--- config.mk ---
export PLATFORM = sky130hd
export DESIGN_NAME = flash_boot_loader
export DESIGN_NICKNAME = d
export VERILOG_FILES = /design/src/rtl/flash_boot_loader.sv
export SDC_FILE = /design/constraint.sdc
export NUM_CORES = 1
export LEC_CHECK = 0
export BUFFER_PORTS_ARGS = -buffer_cell sky130_fd_sc_hd__clkbuf_2
export CORE_MARGIN = 5
export CORE_UTILIZATION = 64
export CTS_BUF_LIST = sky130_fd_sc_hd__clkbuf_4 sky130_fd_sc_hd__clkbuf_8
export CTS_CLUSTER_DIAMETER = 50
export DETAILED_ROUTE_END_ITERATION = 8
export PLACE_DENSITY_LB_ADDON = 0.2
export SLEW_MARGIN = 20
export SYNTH_ARGS = -nofsm -noshare
export SYNTH_HDL_FRONTEND = slang
export SYNTH_SLANG_ARGS = --single-unit
export TNS_END_PERCENT = 1
--- constraint.sdc ---
create_clock -name clk -period 3.5 [get_ports clk]
set_input_delay 0.35 -clock clk [delete_from_list [all_inputs] [get_ports clk]]
set_output_delay 0.35 -clock clk [all_outputs]
set_load 0.005 [all_outputs]
--- src/rtl/flash_boot_loader.sv ---
// -----------------------------------------------------------------------------
// flash_boot_loader
//
// Boot sequencer between the SPI configuration flash and the instruction
// memory. Holds the core in reset, issues one continuous SPI READ (0x03) at
// FLASH_BASE_ADDR, streams IMEM_DEPTH little-endian words into the IMEM write
// port, then releases the core.
//
// Ports
//   clk           core clock, all logic on posedge
//   reset_n       synchronous active-low reset
//   i_boot_skip   sampled in IDLE, 1 = skip the flash load
//   o_flash_sclk  SPI clock, mode 0, idles low
//   o_flash_cs_n  flash chip select, active low
//   o_flash_mosi  master out, MSB first
//   i_flash_miso  master in
//   imem_we       one-cycle IMEM write strobe
//   imem_addr     IMEM word index
//   imem_wdata    assembled 32-bit word
//   core_reset_n  low until the load is complete
//   busy          high while chip select is asserted
//   done          high once the sequence has finished, sticky until reset
//
// state    | meaning
// ---------+------------------------------------------------------------
// IDLE     | one cycle after reset, decides between load and skip
// CS_SETUP | cs_n low, sclk low for SCLK_DIV cycles before the first bit
// CMD      | shifting out the 8-bit READ command
// ADDR     | shifting out the 24-bit flash base address
// DATA     | shifting in data words, one IMEM write per 32 bits
// CS_HOLD  | sclk low, cs_n still low for SCLK_DIV cycles
// DONE     | core released, flash pins idle until reset
// -----------------------------------------------------------------------------
module flash_boot_loader #(
    parameter int unsigned IMEM_DEPTH      = 128,
    parameter logic [23:0] FLASH_BASE_ADDR = 24'h300000,
    parameter int unsigned SCLK_DIV        = 2
) (
    input  logic                          clk,
    input  logic                          reset_n,
    input  logic                          i_boot_skip,
    output logic                          o_flash_sclk,
    output logic                          o_flash_cs_n,
    output logic                          o_flash_mosi,
    input  logic                          i_flash_miso,
    output logic                          imem_we,
    output logic [$clog2(IMEM_DEPTH)-1:0] imem_addr,
    output logic [31:0]                   imem_wdata,
    output logic                          core_reset_n,
    output logic                          busy,
    output logic                          done
);

    localparam int unsigned      AW         = $clog2(IMEM_DEPTH);
    localparam int unsigned      DIV_W      = (SCLK_DIV > 1) ? $clog2(SCLK_DIV) : 1;
    localparam logic [DIV_W-1:0] DIV_RELOAD = DIV_W'(SCLK_DIV - 1);
    localparam logic [AW-1:0]    LAST_ADDR  = AW'(IMEM_DEPTH - 1);
    localparam logic [7:0]       CMD_READ   = 8'h03;

    typedef enum logic [2:0] {
        IDLE,
        CS_SETUP,
        CMD,
        ADDR,
        DATA,
        CS_HOLD,
        DONE
    } state_t;

    state_t           state_q, state_d;
    logic [DIV_W-1:0] div_q, div_d;         // phase timer, counts down to terminal count
    logic [4:0]       bit_q, bit_d;         // bits left in the current field, minus one
    logic             sclk_q, sclk_d;
    logic             cs_n_q, cs_n_d;
    logic             busy_q, busy_d;
    logic [31:0]      tx_q, tx_d;           // outgoing bits, tx_q[31] is the bit on the wire
    logic [31:0]      sr_q, sr_d;           // shadow: received bits in arrival order
    logic             word_done_q, word_done_d;
    logic             we_q, we_d;
    logic [AW-1:0]    addr_q, addr_d;
    logic [31:0]      wdata_q, wdata_d;
    logic             done_q, done_d;
    logic             div_tc;

    assign div_tc = (div_q == '0);

    always_comb begin
        state_d     = state_q;
        div_d       = div_q;
        bit_d       = bit_q;
        sclk_d      = sclk_q;
        cs_n_d      = cs_n_q;
        busy_d      = busy_q;
        tx_d        = tx_q;
        sr_d        = sr_q;
        word_done_d = 1'b0;
        we_d        = word_done_q;
        addr_d      = addr_q;
        wdata_d     = wdata_q;
        done_d      = done_q;

        // The first byte received lands in the top of the shadow, but it
        // belongs in the least significant byte of the IMEM word.
        if (word_done_q) begin
            wdata_d = {sr_q[7:0], sr_q[15:8], sr_q[23:16], sr_q[31:24]};
        end

        // Address holds at the last word instead of wrapping.
        if (we_q && (addr_q != LAST_ADDR)) begin
            addr_d = addr_q + AW'(1);
        end

        case (state_q)
            IDLE: begin
                if (i_boot_skip) begin
                    state_d = DONE;
                end else begin
                    state_d = CS_SETUP;
                    cs_n_d  = 1'b0;
                    busy_d  = 1'b1;
                    tx_d    = {CMD_READ, FLASH_BASE_ADDR};
                    div_d   = DIV_RELOAD;
                end
            end

            CS_SETUP: begin
                if (div_tc) begin
                    state_d = CMD;
                    div_d   = DIV_RELOAD;
                    bit_d   = 5'd7;
                end else begin
                    div_d = div_q - 1'b1;
                end
            end

            CMD, ADDR, DATA: begin
                if (!div_tc) begin
                    div_d = div_q - 1'b1;
                end else begin
                    div_d  = DIV_RELOAD;
                    sclk_d = ~sclk_q;
                    if (sclk_q) begin
                        // Falling edge: sample MISO and launch the next MOSI
                        // bit. Once the header is out tx_q is all zeros, so
                        // MOSI stays low through DATA.
                        tx_d  = {tx_q[30:0], 1'b0};
                        sr_d  = {sr_q[30:0], i_flash_miso};
                        bit_d = bit_q - 5'd1;
                        if (bit_q == 5'd0) begin
                            if (state_q == CMD) begin
                                state_d = ADDR;
                                bit_d   = 5'd23;
                            end else if (state_q == ADDR) begin
                                state_d = DATA;
                                bit_d   = 5'd31;
                            end else begin
                                word_done_d = 1'b1;
                                bit_d       = 5'd31;
                                if (addr_q == LAST_ADDR) begin
                                    state_d = CS_HOLD;
                                end
                            end
                        end
                    end
                end
            end

            CS_HOLD: begin
                if (div_tc) begin
                    state_d = DONE;
                    cs_n_d  = 1'b1;
                    busy_d  = 1'b0;
                end else begin
                    div_d = div_q - 1'b1;
                end
            end

            DONE: begin
                done_d = 1'b1;
            end

            default: begin
                state_d = IDLE;
            end
        endcase
    end

    always_ff @(posedge clk) begin
        if (!reset_n) begin
            state_q     <= IDLE;
            div_q       <= '0;
            bit_q       <= '0;
            sclk_q      <= 1'b0;
            cs_n_q      <= 1'b1;
            busy_q      <= 1'b0;
            tx_q        <= '0;
            sr_q        <= '0;
            word_done_q <= 1'b0;
            we_q        <= 1'b0;
            addr_q      <= '0;
            wdata_q     <= '0;
            done_q      <= 1'b0;
        end else begin
            state_q     <= state_d;
            div_q       <= div_d;
            bit_q       <= bit_d;
            sclk_q      <= sclk_d;
            cs_n_q      <= cs_n_d;
            busy_q      <= busy_d;
            tx_q        <= tx_d;
            sr_q        <= sr_d;
            word_done_q <= word_done_d;
            we_q        <= we_d;
            addr_q      <= addr_d;
            wdata_q     <= wdata_d;
            done_q      <= done_d;
        end
    end

    assign o_flash_sclk = sclk_q;
    assign o_flash_cs_n = cs_n_q;
    assign o_flash_mosi = tx_q[31];
    assign imem_we      = we_q;
    assign imem_addr    = addr_q;
    assign imem_wdata   = wdata_q;
    assign core_reset_n = done_q;
    assign busy         = busy_q;
    assign done         = done_q;

endmodule

==> metrics.md, run 1 <==
| Metric | Value |
|---|---|
| CP endpoint kind | flop |
| Post-synth net total | 433 |
| CTS Buf Count | 9 |
| Sink Count | 98 |
| Fmax | 394 MHz |
| DIE HEIGHT | 86.6 um |
| Initial antenna violation count | 0 |
| Synth cell count leaders | dfxtp_1 (98), nand2_1 (82), nor2_1 (54) |
| Die area | between 7000 and 8000 um^2 |
| Post-synth ARST share | 0 |
| Worst-path maximum fanout | 29 |
| Fin util | 0.727 |
| Worst path cell trace | and2b_1 > nor2_1 > or3b_1 > buf_4 > nand2_1 > a21oi_1 |
| Slowest stage delay, CP | 0.77 ns |
| RSZ-0062 raised after global routing | false |
| Detail Route Antenna Nets | 0 |
| Top-count cell post-synth | dfxtp_1 |
| Avg Cell Area, Syn | approximately 9 um^2 |
| Status | complete, no violations |
| Post-CTS Setup Bufs | 0 |
| Hold WS | 0.218 ns |
| GPL Wtd Cong | 0.792 |
| Cells after DPL | 527 |
| Top post-synthesis cells by area | dfxtp_1 (52%), mux2i_1 (8.8%), nand2_1 (8.2%) |
| Ys Warns | 0 |
| First-pass DRT Iterations | 4 |
| Post-synth EDFFs | 0 |
| CTS Buffer Depth | 2 |
| First-pass GRT wire length | approximately 13000 um |
| Final worst slack | roughly 0.96 ns |
| CP top delay family | simple AND/OR/NAND/NOR gates |
| Max H-tree Level | 3 |
| # port buffers | ~50 |
| Worst clock skew | 0.00639 ns |
| Fin cells | 542 |
| DR WL/cell | about 13 um |
| Share of the synthesized area in the top cell type | 0.522 |
| Clock transition at path regs | about 0.090 ns |
| Final Max Slew Viols | 0 |
| Dpl ws | 0.980 ns |
| Final hold viol count | 0 |
| Startpoint class of the critical path | flop |
| Hold Path Depth | 3 |
| Synth Instances | 427 |
| Reg2reg path depth | 6 |
| Routed WL | 7140 um |
| Mapped Area | 3760 um^2 |
| Synth area leader | dfxtp_1 |
| Setup TNS Final | 0 ns |
| Diodes inserted | 0 |
| Die Wd | 86.6 um |
| Slew Limit Headroom | 0.322 |
| Starting Density | 0.646 |
| Rows | 28 |
| Arr. time, crit path | 2.82 ns |
| I/O Pins | 50 |
| Hold-fix buffers, CTS | 0 |
| Detailed-route via count | 2990 |
| Final worst path period share | 0.726 |
| Total core area | about 5800 um^2 |
| Vias in the first global route | 2850 |
| HPWL after DPL | approximately 4900 um |
| Post-synth top flop | dfxtp_1 |
| Max-cap violations | 0 |
| Via density | around 5.5 |
| Area Overhead vs Synth | 12.6% |
| Post-synthesis register bit count | 98 |
| Setup violators final | 0 |
| Leak Pwr | approximately 1.6 nW |
| Total gr overflow | 0 |
| GRT Total Usage | 0.207 |
| Worst Path Required | 3.78 ns |
| Fin nets | about 470 |
| Largest net degree at the start of global routing | 37 |
| Fraction of layout cells with a size suffix above 1 | 0.167 |
| Post_cts resized | 0 |
| CP Depth | 6 |
| Final critical-path required period | 2.54 ns |
| Max VDD drop | approximately 370 uV |
| Yosys cell types | 45 |
| Starting DRT DRC Count | 149 |
| CTS tree | yes |
| Clock Latency Late Sink | 0.35 ns |
| Buffers plus inverters on the worst setup path | 1 |
| Residual DRC | 0 |
| CTS root buffer | clkbuf_8 |
| Crit-path slowest cell | or3b_1 |
| WS Path Type | flop to flop |
| Seq/Total Area, Yosys | 0.522 |
| Pwr Density | 605 nW/um^2 |
| Worst Tran Pin Value | 1.02 ns |
| Hold WC Path Type | input port to flop |
## cell type report
cell class / count / area [um^2]
multi-input combinational: 293 / 1650
sequential: 98 / 1960
fill: 467 / 1590
inverter: 7 / 26.3
clock buffer: 9 / 124
clock inverter: 6 / 91.3
tap: 75 / 93.8
timing repair buffer: 54 / 283
## where the power goes
group	leakage (nW)	total (mW)	internal [mW]	switching [mW]
registers	0.793	1.30	1.19	0.115
logic	0.671	0.486	0.216	0.270
clock network	0.0979	0.773	0.401	0.372
total	1.56	2.56	1.80	0.757
## worst reg2reg max path, cell delays in order (launching register included)
cell and delay [ns]:
dfxtp_1 0.60, and2b_1 0.29, nor2_1 0.25, or3b_1 0.77, buf_4 0.35, nand2_1 0.07, a21oi_1 0.15
## worst paths after layout
path,from,endpoint,slack [ns]
worst min-delay path,i_flash_miso,sr_q[0]$_SDFFE_PN0P_,0.22
worst max-delay path,state_q[2]$_SDFFE_PN0P_,sr_q[5]$_SDFFE_PN0P_,0.96
worst max register to register,state_q[2]$_SDFFE_PN0P_,sr_q[5]$_SDFFE_PN0P_,0.96
worst min register to register,tx_q[22]$_SDFFE_PN0P_,tx_q[23]$_SDFFE_PN0P_,0.46
## registers in the layout, indices dropped and copies added (netlist names)
signal        count
core_reset_n      1
sr_q             32
tx_q             12
we_d              1
div_q             1
state_q           3
o_flash_sclk      1
imem_addr         7
imem_wdata       32
o_flash_cs_n      1
bit_q             5
imem_we           1
busy              1
## cells in the final DEF, fill, tap and decap left out, types with 3 or more instances in the layout
| cell type | netlist | layout |
|---|---|---|
| nand2b_1 | 3 | 3 |
| and3_1 | 5 | 5 |
| nand3_1 | 9 | 9 |
| a31oi_1 | 3 | 3 |
| xor2_1 | 4 | 4 |
| buf_4 | 1 | 5 |
| nand4_1 | 4 | 4 |
| dfxtp_1 | 98 | 97 |
| a41oi_1 | 3 | 3 |
| nand2_1 | 82 | 82 |
| nor3_1 | 10 | 10 |
| inv_1 | 7 | 6 |
| mux2i_1 | 33 | 33 |
| clkinvlp_4 | 0 | 3 |
| a21oi_1 | 48 | 48 |
| o21ai_0 | 3 | 3 |
| clkbuf_8 | 0 | 9 |
| nor2_1 | 54 | 54 |
| xnor2_1 | 4 | 4 |
| clkbuf_2 | 0 | 49 |
## cell families (layout without fill, tap and decap cells)
family	count (synthesis)	count (layout)	synth area share
muxes	33	33	0.0879
adders and majority gates	2	2	0.00666
xor gates and xnor gates	8	8	0.0187
buffers and inverters	36	76	0.0423
and+or+nand+nor	180	180	0.214
AOI/OAI and AO/OA	70	70	0.108
DFF	98	98	0.522
## metal layers
layer / wire length [um] / vias to the layer above / track usage
met5: 0 / - / 0
li1: - / 1515 / -
met2: 3510 / 72 / 0.342
met1: 3110 / 1385 / 0.258
met3: 349 / 18 / 0.0447
met4: 169 / 0 / 0.0963
## per-stage QoR
| step | cell area (um^2) | total power, mW |
|---|---|---|
| floorplan | 3760 | 1.69 |
| global placement | 4010 | 1.78 |
| detailed placement | 4010 | 1.81 |
| CTS | 4230 | 2.58 |
| global route | 4230 | 2.71 |
| finish | 4230 | 2.56 |
No activity file was read; power rests on OpenSTA's default activity.
==> run 2: changes to the inputs <==
Settings changed: ABC_AREA from default to 1, CORE_UTILIZATION 64 to 59.
Clock period 3.5 ns to 2.5 ns, I/O delays scaled along.
==> metrics.md, run 2 <==
| Metric | Value |
|---|---|
| Status | complete, no violations (unchanged) |
| Fraction of layout cells with a size suffix above 1 | 0.157 (was 0.167) |
| Worst path cell trace | nor2_2 > nand2_2 > nand2_4 > nand3_4 > inv_2 > nand2_1 > a21oi_1 (was and2b_1 > nor2_1 > or3b_1 > buf_4 > nand2_1 > a21oi_1) |
| RSZ-0062 raised after global routing | false (unchanged) |
| CTS tree | yes (unchanged) |
| CTS Buf Count | 9 (unchanged) |
| WS Path Type | flop to flop (unchanged) |
| Uppermost layer routed | met4 (unchanged) |
| Adder-cell share of the synthesized area | 0.00670 (was 0.00666) |
| Clock group share of total power | 0.243 (was 0.302) |
| Total core area | 6240 um^2 (was 5820 um^2) |
| Post-synthesis xor/xnor area fraction | 0.00469 (was 0.0187) |
| Yosys cell types | 31 (was 45) |
| Post-route cell area | 4140 um^2 (was 4230 um^2) |
| Commonest non-fill, non-tap cells in the layout | nor2_1 (153), dfxtp_1 (98), o21ai_0 (58) (was dfxtp_1 (97), nand2_1 (82), nor2_1 (54)) |
| Buffers plus inverters on the worst setup path | 1 (unchanged) |
| Met1 WL | 3370 um (was 3110 um) |
| # port buffers | 49 (unchanged) |
| First-pass GRT wire length | 12300 um (was 12500 um) |
| Synth cell count leaders | nor2_1 (153), dfxtp_1 (98), o21ai_0 (58) (was dfxtp_1 (98), nand2_1 (82), nor2_1 (54)) |
| Worst Tran Pin Value | 0.993 ns (was 1.02 ns) |
| Slowest stage delay, CP | 0.49 ns (was 0.77 ns) |
| Detail Route Antenna Nets | 0 (unchanged) |
| Slew Limit Headroom | 0.337 (was 0.322) |
| Logic pwr share | 0.250 (was 0.190) |
| Hold Path Depth | 3 (unchanged) |
| Top post-synthesis cells by area | dfxtp_1 (53%), nor2_1 (15%), o21ai_0 (7.8%) (was dfxtp_1 (52%), mux2i_1 (8.8%), nand2_1 (8.2%)) |
| Arr. time, crit path | 2.00 ns (was 2.82 ns) |
| Max VDD drop | 468 uV (was 366 uV) |
| Avg Cell Area, Syn | 7.60 um^2 (was 8.80 um^2) |
| Final worst path period share | 0.692 (was 0.726) |
| Seq/Total Area, Yosys | 0.525 (was 0.522) |
| HPWL after DPL | 4770 um (was 4850 um) |
| Area Overhead vs Synth | 11.0% (was 12.6%) |
| Crit-path slowest cell | inv_2 (was or3b_1) |
| Setup violators final | 0 (unchanged) |
| Sw frac | 0.347 (was 0.296) |
| Worst clock skew | 0.0117 ns (was 0.00639 ns) |
| Fmax | 578 MHz (was 394 MHz) |
| Total gr overflow | 0 (unchanged) |
| Leak Pwr | 1.90 nW (was 1.56 nW) |
| Mapped Area | 3730 um^2 (was 3760 um^2) |
| Post-synth ARST share | 0 (unchanged) |
| Post-CTS Setup Bufs | 0 (unchanged) |
| Detailed-route via count | 3160 (was 2990) |
| Met3 wire length | 300 um (was 349 um) |
| Clock transition at path regs | 0.10 ns (was 0.09 ns) |
| Fin nets | 535 (was 469) |
| I/O Pins | 50 (unchanged) |
| CTS Buffer Depth | 2 (unchanged) |
| Setup TNS Final | 0 ns (unchanged) |
| Post-synth EDFFs | 0 (unchanged) |
| GPL Wtd Cong | 0.912 (was 0.792) |
| Rows | 29 (was 28) |
| Share of power burned in registers | 0.507 (was 0.508) |
| CTS root buffer | clkbuf_8 (unchanged) |
| CP Depth | 7 (was 6) |
| Most common cell after layout, fill and taps aside | nor2_1 (was dfxtp_1) |
| CP top delay family | simple AND/OR/NAND/NOR gates (unchanged) |
| Die Wd | 89.6 um (was 86.6 um) |
| Post_cts resized | 0 (unchanged) |
| DIE HEIGHT | 89.6 um (was 86.6 um) |
| CP endpoint kind | flop (unchanged) |
| Final hold viol count | 0 (unchanged) |
| Psw | 1.35 mW (was 0.757 mW) |
| Starting DRT DRC Count | 163 (was 149) |
| Reg2reg path depth | 7 (was 6) |
| Die area | 8020 um^2 (was 7500 um^2) |
| Initial antenna violation count | 0 (unchanged) |
| Post-synthesis mux area share | 0 (was 0.0879) |
| Dpl cell area | 3960 um^2 (was 4010 um^2) |
| Sink Count | 98 (unchanged) |
| Synth area leader | dfxtp_1 (unchanged) |
| Share of the synthesized area in the top cell type | 0.525 (was 0.522) |
| GRT Total Usage | 0.196 (was 0.207) |
| Startpoint class of the critical path | flop (unchanged) |
| P_int | 2.54 mW (was 1.80 mW) |
| Largest net degree at the start of global routing | 65 (was 37) |
| R2r setup slk | 0.77 ns (was 0.96 ns) |
| Post-synthesis register bit count | 98 (unchanged) |
| Ys Warns | 0 (unchanged) |
| Synth Instances | 491 (was 427) |
| Via density | 5.17 (was 5.52) |
| Clock Latency Late Sink | 0.36 ns (was 0.35 ns) |
| Pwr Density | 940 nW/um^2 (was 605 nW/um^2) |
| Final worst slack | 0.769 ns (was 0.959 ns) |
| Final critical-path required period | 1.73 ns (was 2.54 ns) |
| Max H-tree Level | 3 (unchanged) |
| Post-synth net total | 497 (was 433) |
| Worst-path maximum fanout | 41 (was 29) |
| Routed WL | 7240 um (was 7140 um) |
| Max-cap violations | 0 (unchanged) |
| Main combinational cell family by area after synthesis | simple AND/OR/NAND/NOR gates (unchanged) |
| Diodes inserted | 0 (unchanged) |
| First-pass DRT Iterations | 4 (unchanged) |
| Hold WC Path Type | input port to flop (unchanged) |
| Synth Area in Compound Gates | 0.144 (was 0.108) |
| Dpl ws | 0.762 ns (was 0.980 ns) |
| DR WL/cell | 11.8 um (was 13.2 um) |
| Residual DRC | 0 (unchanged) |
| Top-count cell post-synth | nor2_1 (was dfxtp_1) |
| Vias in the first global route | 2807 (was 2850) |
| Synth Area in Simple Gates | 0.249 (was 0.214) |
| Met2 routed wirelength | 3430 um (was 3510 um) |
| Starting Density | 0.598 (was 0.646) |
| Worst Path Required | 2.77 ns (was 3.78 ns) |
| Post-synth top flop | dfxtp_1 (unchanged) |
| Hold-fix buffers, CTS | 0 (unchanged) |
| Final Max Slew Viols | 0 (unchanged) |
[run 2: worst reg2reg max path, delay by kind of cell, from the launching register on]
kind | cells | cell delay [ns]
flops | 1 | 0.38
simple gates | 5 | 0.61
compound gates | 1 | 0.17
buf+inv | 1 | 0.49
[run 2: final cells by class]
| type | instances | area, um^2 |
|---|---|---|
| clock buffer | 10 | 138 |
| fill | 590 | 2100 |
| sequential | 98 | 1960 |
| clock inverter | 6 | 47.5 |
| multi-input combinational | 337 | 1510 |
| timing repair buffer | 52 | 268 |
| inverter | 31 | 119 |
| tap | 77 | 96.3 |
[run 2: power by group through the flow]
stage / clock network (mW) / registers, mW / logic [mW]
5_1_grt: 1.05 / 2.01 / 1.13
2_1_floorplan: 0 / 1.97 / 0.787
4_1_cts: 0.977 / 1.97 / 0.980
3_3_place_gp: 0 / 2.00 / 0.947
6_report: 0.947 / 1.97 / 0.971
3_5_place_dp: 0 / 2.01 / 0.976
[run 2: cell families after synthesis]
kind of cell               after synthesis
adders and majority gates                2
xor gates and xnor gates                 2
DFF                                     98
buffers and inverters                   56
and+or+nand+nor                        228
AOI/OAI and AO/OA                      105
[run 2: worst paths after layout]
kind | start | endpoint
worst max-delay path | state_q[1]$_SDFFE_PN0P_ | tx_q[30]$_SDFFE_PN0P_
worst min-delay path | i_flash_miso | sr_q[0]$_SDFFE_PN0P_
worst max register to register | state_q[1]$_SDFFE_PN0P_ | tx_q[30]$_SDFFE_PN0P_
worst min register to register | tx_q[20]$_SDFFE_PN0P_ | tx_q[21]$_SDFFE_PN0P_
[run 2: per-stage QoR]
stage | power [mW] | util | hold slack, ns | instances
final | 3.89 | 0.664 | 0.159 | 611
after global routing | 4.19 | 0.664 | 0.196 | 611
after CTS | 3.93 | 0.664 | 0.133 | 611
after detailed placement | 2.98 | 0.634 | 0.454 | 595
after global placement | 2.94 | 0.634 | 0.441 | 595
after floorplan | 2.76 | - | 0.413 | 491
[run 2: per-layer routing]
metal / global-route usage / vias to the layer above
met4: 0.0880 / 0
met5: 0 / -
met3: 0.0359 / 11
li1: - / 1657
met1: 0.246 / 1441
met2: 0.327 / 51
==> run 3: changes to the inputs <==
Clock period 2.5 ns to 1.7 ns, I/O delays scaled along.
==> metrics.md, run 3 (synthesis gave the netlist of run 2 again) <==
| Metric | Value |
|---|---|
| Routed WL | 7210 um (was 7240 um) |
| DIE HEIGHT | 89.6 um (unchanged) |
| WS Path Type | flop to flop (unchanged) |
| Reg2reg path depth | 7 (unchanged) |
| Clock transition at path regs | 0.09 ns (was 0.10 ns) |
| # port buffers | 49 (unchanged) |
| Worst-path maximum fanout | 34 (was 41) |
| Final Max Slew Viols | 0 (unchanged) |
| Post-CTS Setup Bufs | 0 (unchanged) |
| Final worst path period share | 0.895 (was 0.692) |
| Arr. time, crit path | 1.78 ns (was 2.00 ns) |
| Starting Density | 0.598 (unchanged) |
| Sink Count | 98 (unchanged) |
| Fin cells | 615 (was 611) |
| CTS Buffer Depth | 2 (unchanged) |
| Via density | 5.10 (was 5.17) |
| R2r setup slk | 0.18 ns (was 0.77 ns) |
| Residual DRC | 0 (unchanged) |
| Slew Limit Headroom | 0.386 (was 0.337) |
| Hold endpoint | sr_q[0]$_SDFFE_PN0P_ (unchanged) |
| Die Wd | 89.6 um (unchanged) |
| HPWL after DPL | 4770 um (about the same) |
| Hold WC Path Type | input port to flop (unchanged) |
| GRT Total Usage | 0.196 (about the same) |
| Die area | 8020 um^2 (unchanged) |
| CTS tree | yes (unchanged) |
| Fillers | 521 (was 590) |
| Worst Path Required | 1.96 ns (was 2.77 ns) |
| Startpoint class of the critical path | flop (unchanged) |
| Detailed-route via count | 3134 (was 3160) |
| Max H-tree Level | 3 (unchanged) |
| Status | complete, no violations (unchanged) |
| FF-to-FF End | sr_q[30]$_SDFFE_PN0P_ (was tx_q[30]$_SDFFE_PN0P_) |
| Hold WS | 0.0754 ns (was 0.159 ns) |
| Cells after DPL | 599 (was 595) |
| Commonest non-fill, non-tap cells in the layout | nor2_1 (153), dfxtp_1 (98), o21ai_0 (58) (unchanged) |
| Worst clock skew | 0.00620 ns (was 0.0117 ns) |
| CTS Buf Count | 9 (unchanged) |
| Most common cell after layout, fill and taps aside | nor2_1 (unchanged) |
| Worst R2R Start | state_q[1]$_SDFFE_PN0P_ (unchanged) |
| I/O Pins | 50 (unchanged) |
| Fmax | 657 MHz (was 578 MHz) |
| Max VDD drop | 763 uV (was 468 uV) |
| Fin nets | 539 (was 535) |
| Setup violators final | 0 (unchanged) |
| Max-cap violations | 0 (unchanged) |
| First-pass DRT Iterations | 4 (unchanged) |
| Worst path cell trace | nor2_2 > nand2_2 > nand2_4 > nand3_4 > buf_6 > o21ai_0 > nor2_1 (was nor2_2 > nand2_2 > nand2_4 > nand3_4 > inv_2 > nand2_1 > a21oi_1) |
| Fraction of layout cells with a size suffix above 1 | 0.164 (was 0.157) |
| Diodes inserted | 0 (unchanged) |
| Total core area | 6240 um^2 (unchanged) |
| Starting DRT DRC Count | 159 (was 163) |
| CTS root buffer | clkbuf_8 (unchanged) |
| Initial antenna violation count | 0 (unchanged) |
| Hold_sp | i_flash_miso (unchanged) |
| First-pass GRT wire length | 12400 um (was 12300 um) |
| GPL Wtd Cong | 0.901 (was 0.912) |
| CP top delay family | simple AND/OR/NAND/NOR gates (unchanged) |
| RSZ-0062 raised after global routing | true (was false) |
| Vias in the first global route | 2861 (was 2807) |
| Leak Pwr | 1.92 nW (was 1.90 nW) |
| Slowest stage delay, CP | 0.38 ns (was 0.49 ns) |
| Rows | 29 (unchanged) |
| Worst Tran Pin Value | 0.920 ns (was 0.993 ns) |
| Crit-path slowest cell | dfxtp_1 (was inv_2) |
| CP endpoint kind | flop (unchanged) |
| Clock Latency Late Sink | 0.36 ns (about the same) |
| Final hold viol count | 0 (unchanged) |
| Buffers plus inverters on the worst setup path | 1 (unchanged) |
| DR WL/cell | 11.7 um (was 11.8 um) |
| Final critical-path required period | 1.52 ns (was 1.73 ns) |
| Hold Path Depth | 3 (unchanged) |
| Pwr Density | 1370 nW/um^2 (was 940 nW/um^2) |
| Detail Route Antenna Nets | 0 (unchanged) |
| Total gr overflow | 0 (unchanged) |
| Area Overhead vs Synth | 11.9% (was 11.0%) |
| Largest net degree at the start of global routing | 81 (was 65) |
run 3: through the flow:
step | utilization | setup slack (ns) | area (um^2) | setup TNS (ns) | total power [mW]
after global routing | 0.670 | -0.0213 | 4180 | -0.0213 | 6.13
final | 0.670 | 0.178 | 4180 | 0 | 5.71
after floorplan | - | 0.378 | 3730 | 0 | 4.06
after detailed placement | 0.641 | 0.154 | 4000 | 0 | 4.40
after CTS | 0.669 | 0.147 | 4180 | 0 | 5.73
after global placement | 0.641 | 0.243 | 4000 | 0 | 4.34
run 3: how the worst max path moves through the flow:
stage | from | endpoint | slack (ns) | cells after the start
2_1_floorplan | imem_addr[0]$_SDFFE_PN0P_ | imem_addr[5]$_SDFFE_PN0P_ | 0.38 | 9
3_3_place_gp | imem_addr[0]$_SDFFE_PN0P_ | imem_addr[5]$_SDFFE_PN0P_ | 0.24 | 9
3_5_place_dp | state_q[1]$_SDFFE_PN0P_ | sr_q[30]$_SDFFE_PN0P_ | 0.15 | 7
4_1_cts | state_q[1]$_SDFFE_PN0P_ | sr_q[30]$_SDFFE_PN0P_ | 0.15 | 7
5_1_grt | imem_addr[0]$_SDFFE_PN0P_ | state_q[1]$_SDFFE_PN0P_ | -0.02 | 9
6_report | state_q[1]$_SDFFE_PN0P_ | sr_q[30]$_SDFFE_PN0P_ | 0.18 | 7
run 3: where the power goes:
part | switching (mW) | leakage, nW | internal [mW]
registers | 0.263 | 0.794 | 2.64
logic | 0.929 | 1.04 | 0.531
clock network | 0.766 | 0.0885 | 0.580
run 3: routing by layer:
layer	wire length, um	global-route usage	share of wire	up-vias
li1	-	-	-	1655
met1	3430	0.246	0.48	1402
met2	3300	0.316	0.46	60
met3	329	0.0488	0.046	17
met4	154	0.0866	0.021	0
met5	0	0	0	-
run 3: layout make-up:
| type | count | area (um^2) | share of cell area |
|---|---|---|---|
| clock buffers | 11 | 145 | 0.0347 |
| well taps | 77 | 96.3 | 0.0231 |
| inverters | 31 | 119 | 0.0284 |
| repair buffers | 56 | 314 | 0.0751 |
| clock inverters | 5 | 30.0 | 0.00719 |
| flip-flops and latches | 98 | 1960 | 0.469 |
| multi-input cells | 337 | 1510 | 0.362 |
run 3: repair_timing:
action	4_1_cts	5_1_grt
hold buffers	0	0
resized for setup	0	1
endpoints found under the setup margin	0	3
run 3: worst register-to-register path, stage by stage, from the launching register on:
cell and delay [ns]:
dfxtp_1 0.38, nor2_2 0.19, nand2_2 0.11, nand2_4 0.13, nand3_4 0.13, buf_6 0.22, o21ai_0 0.21, nor2_1 0.06
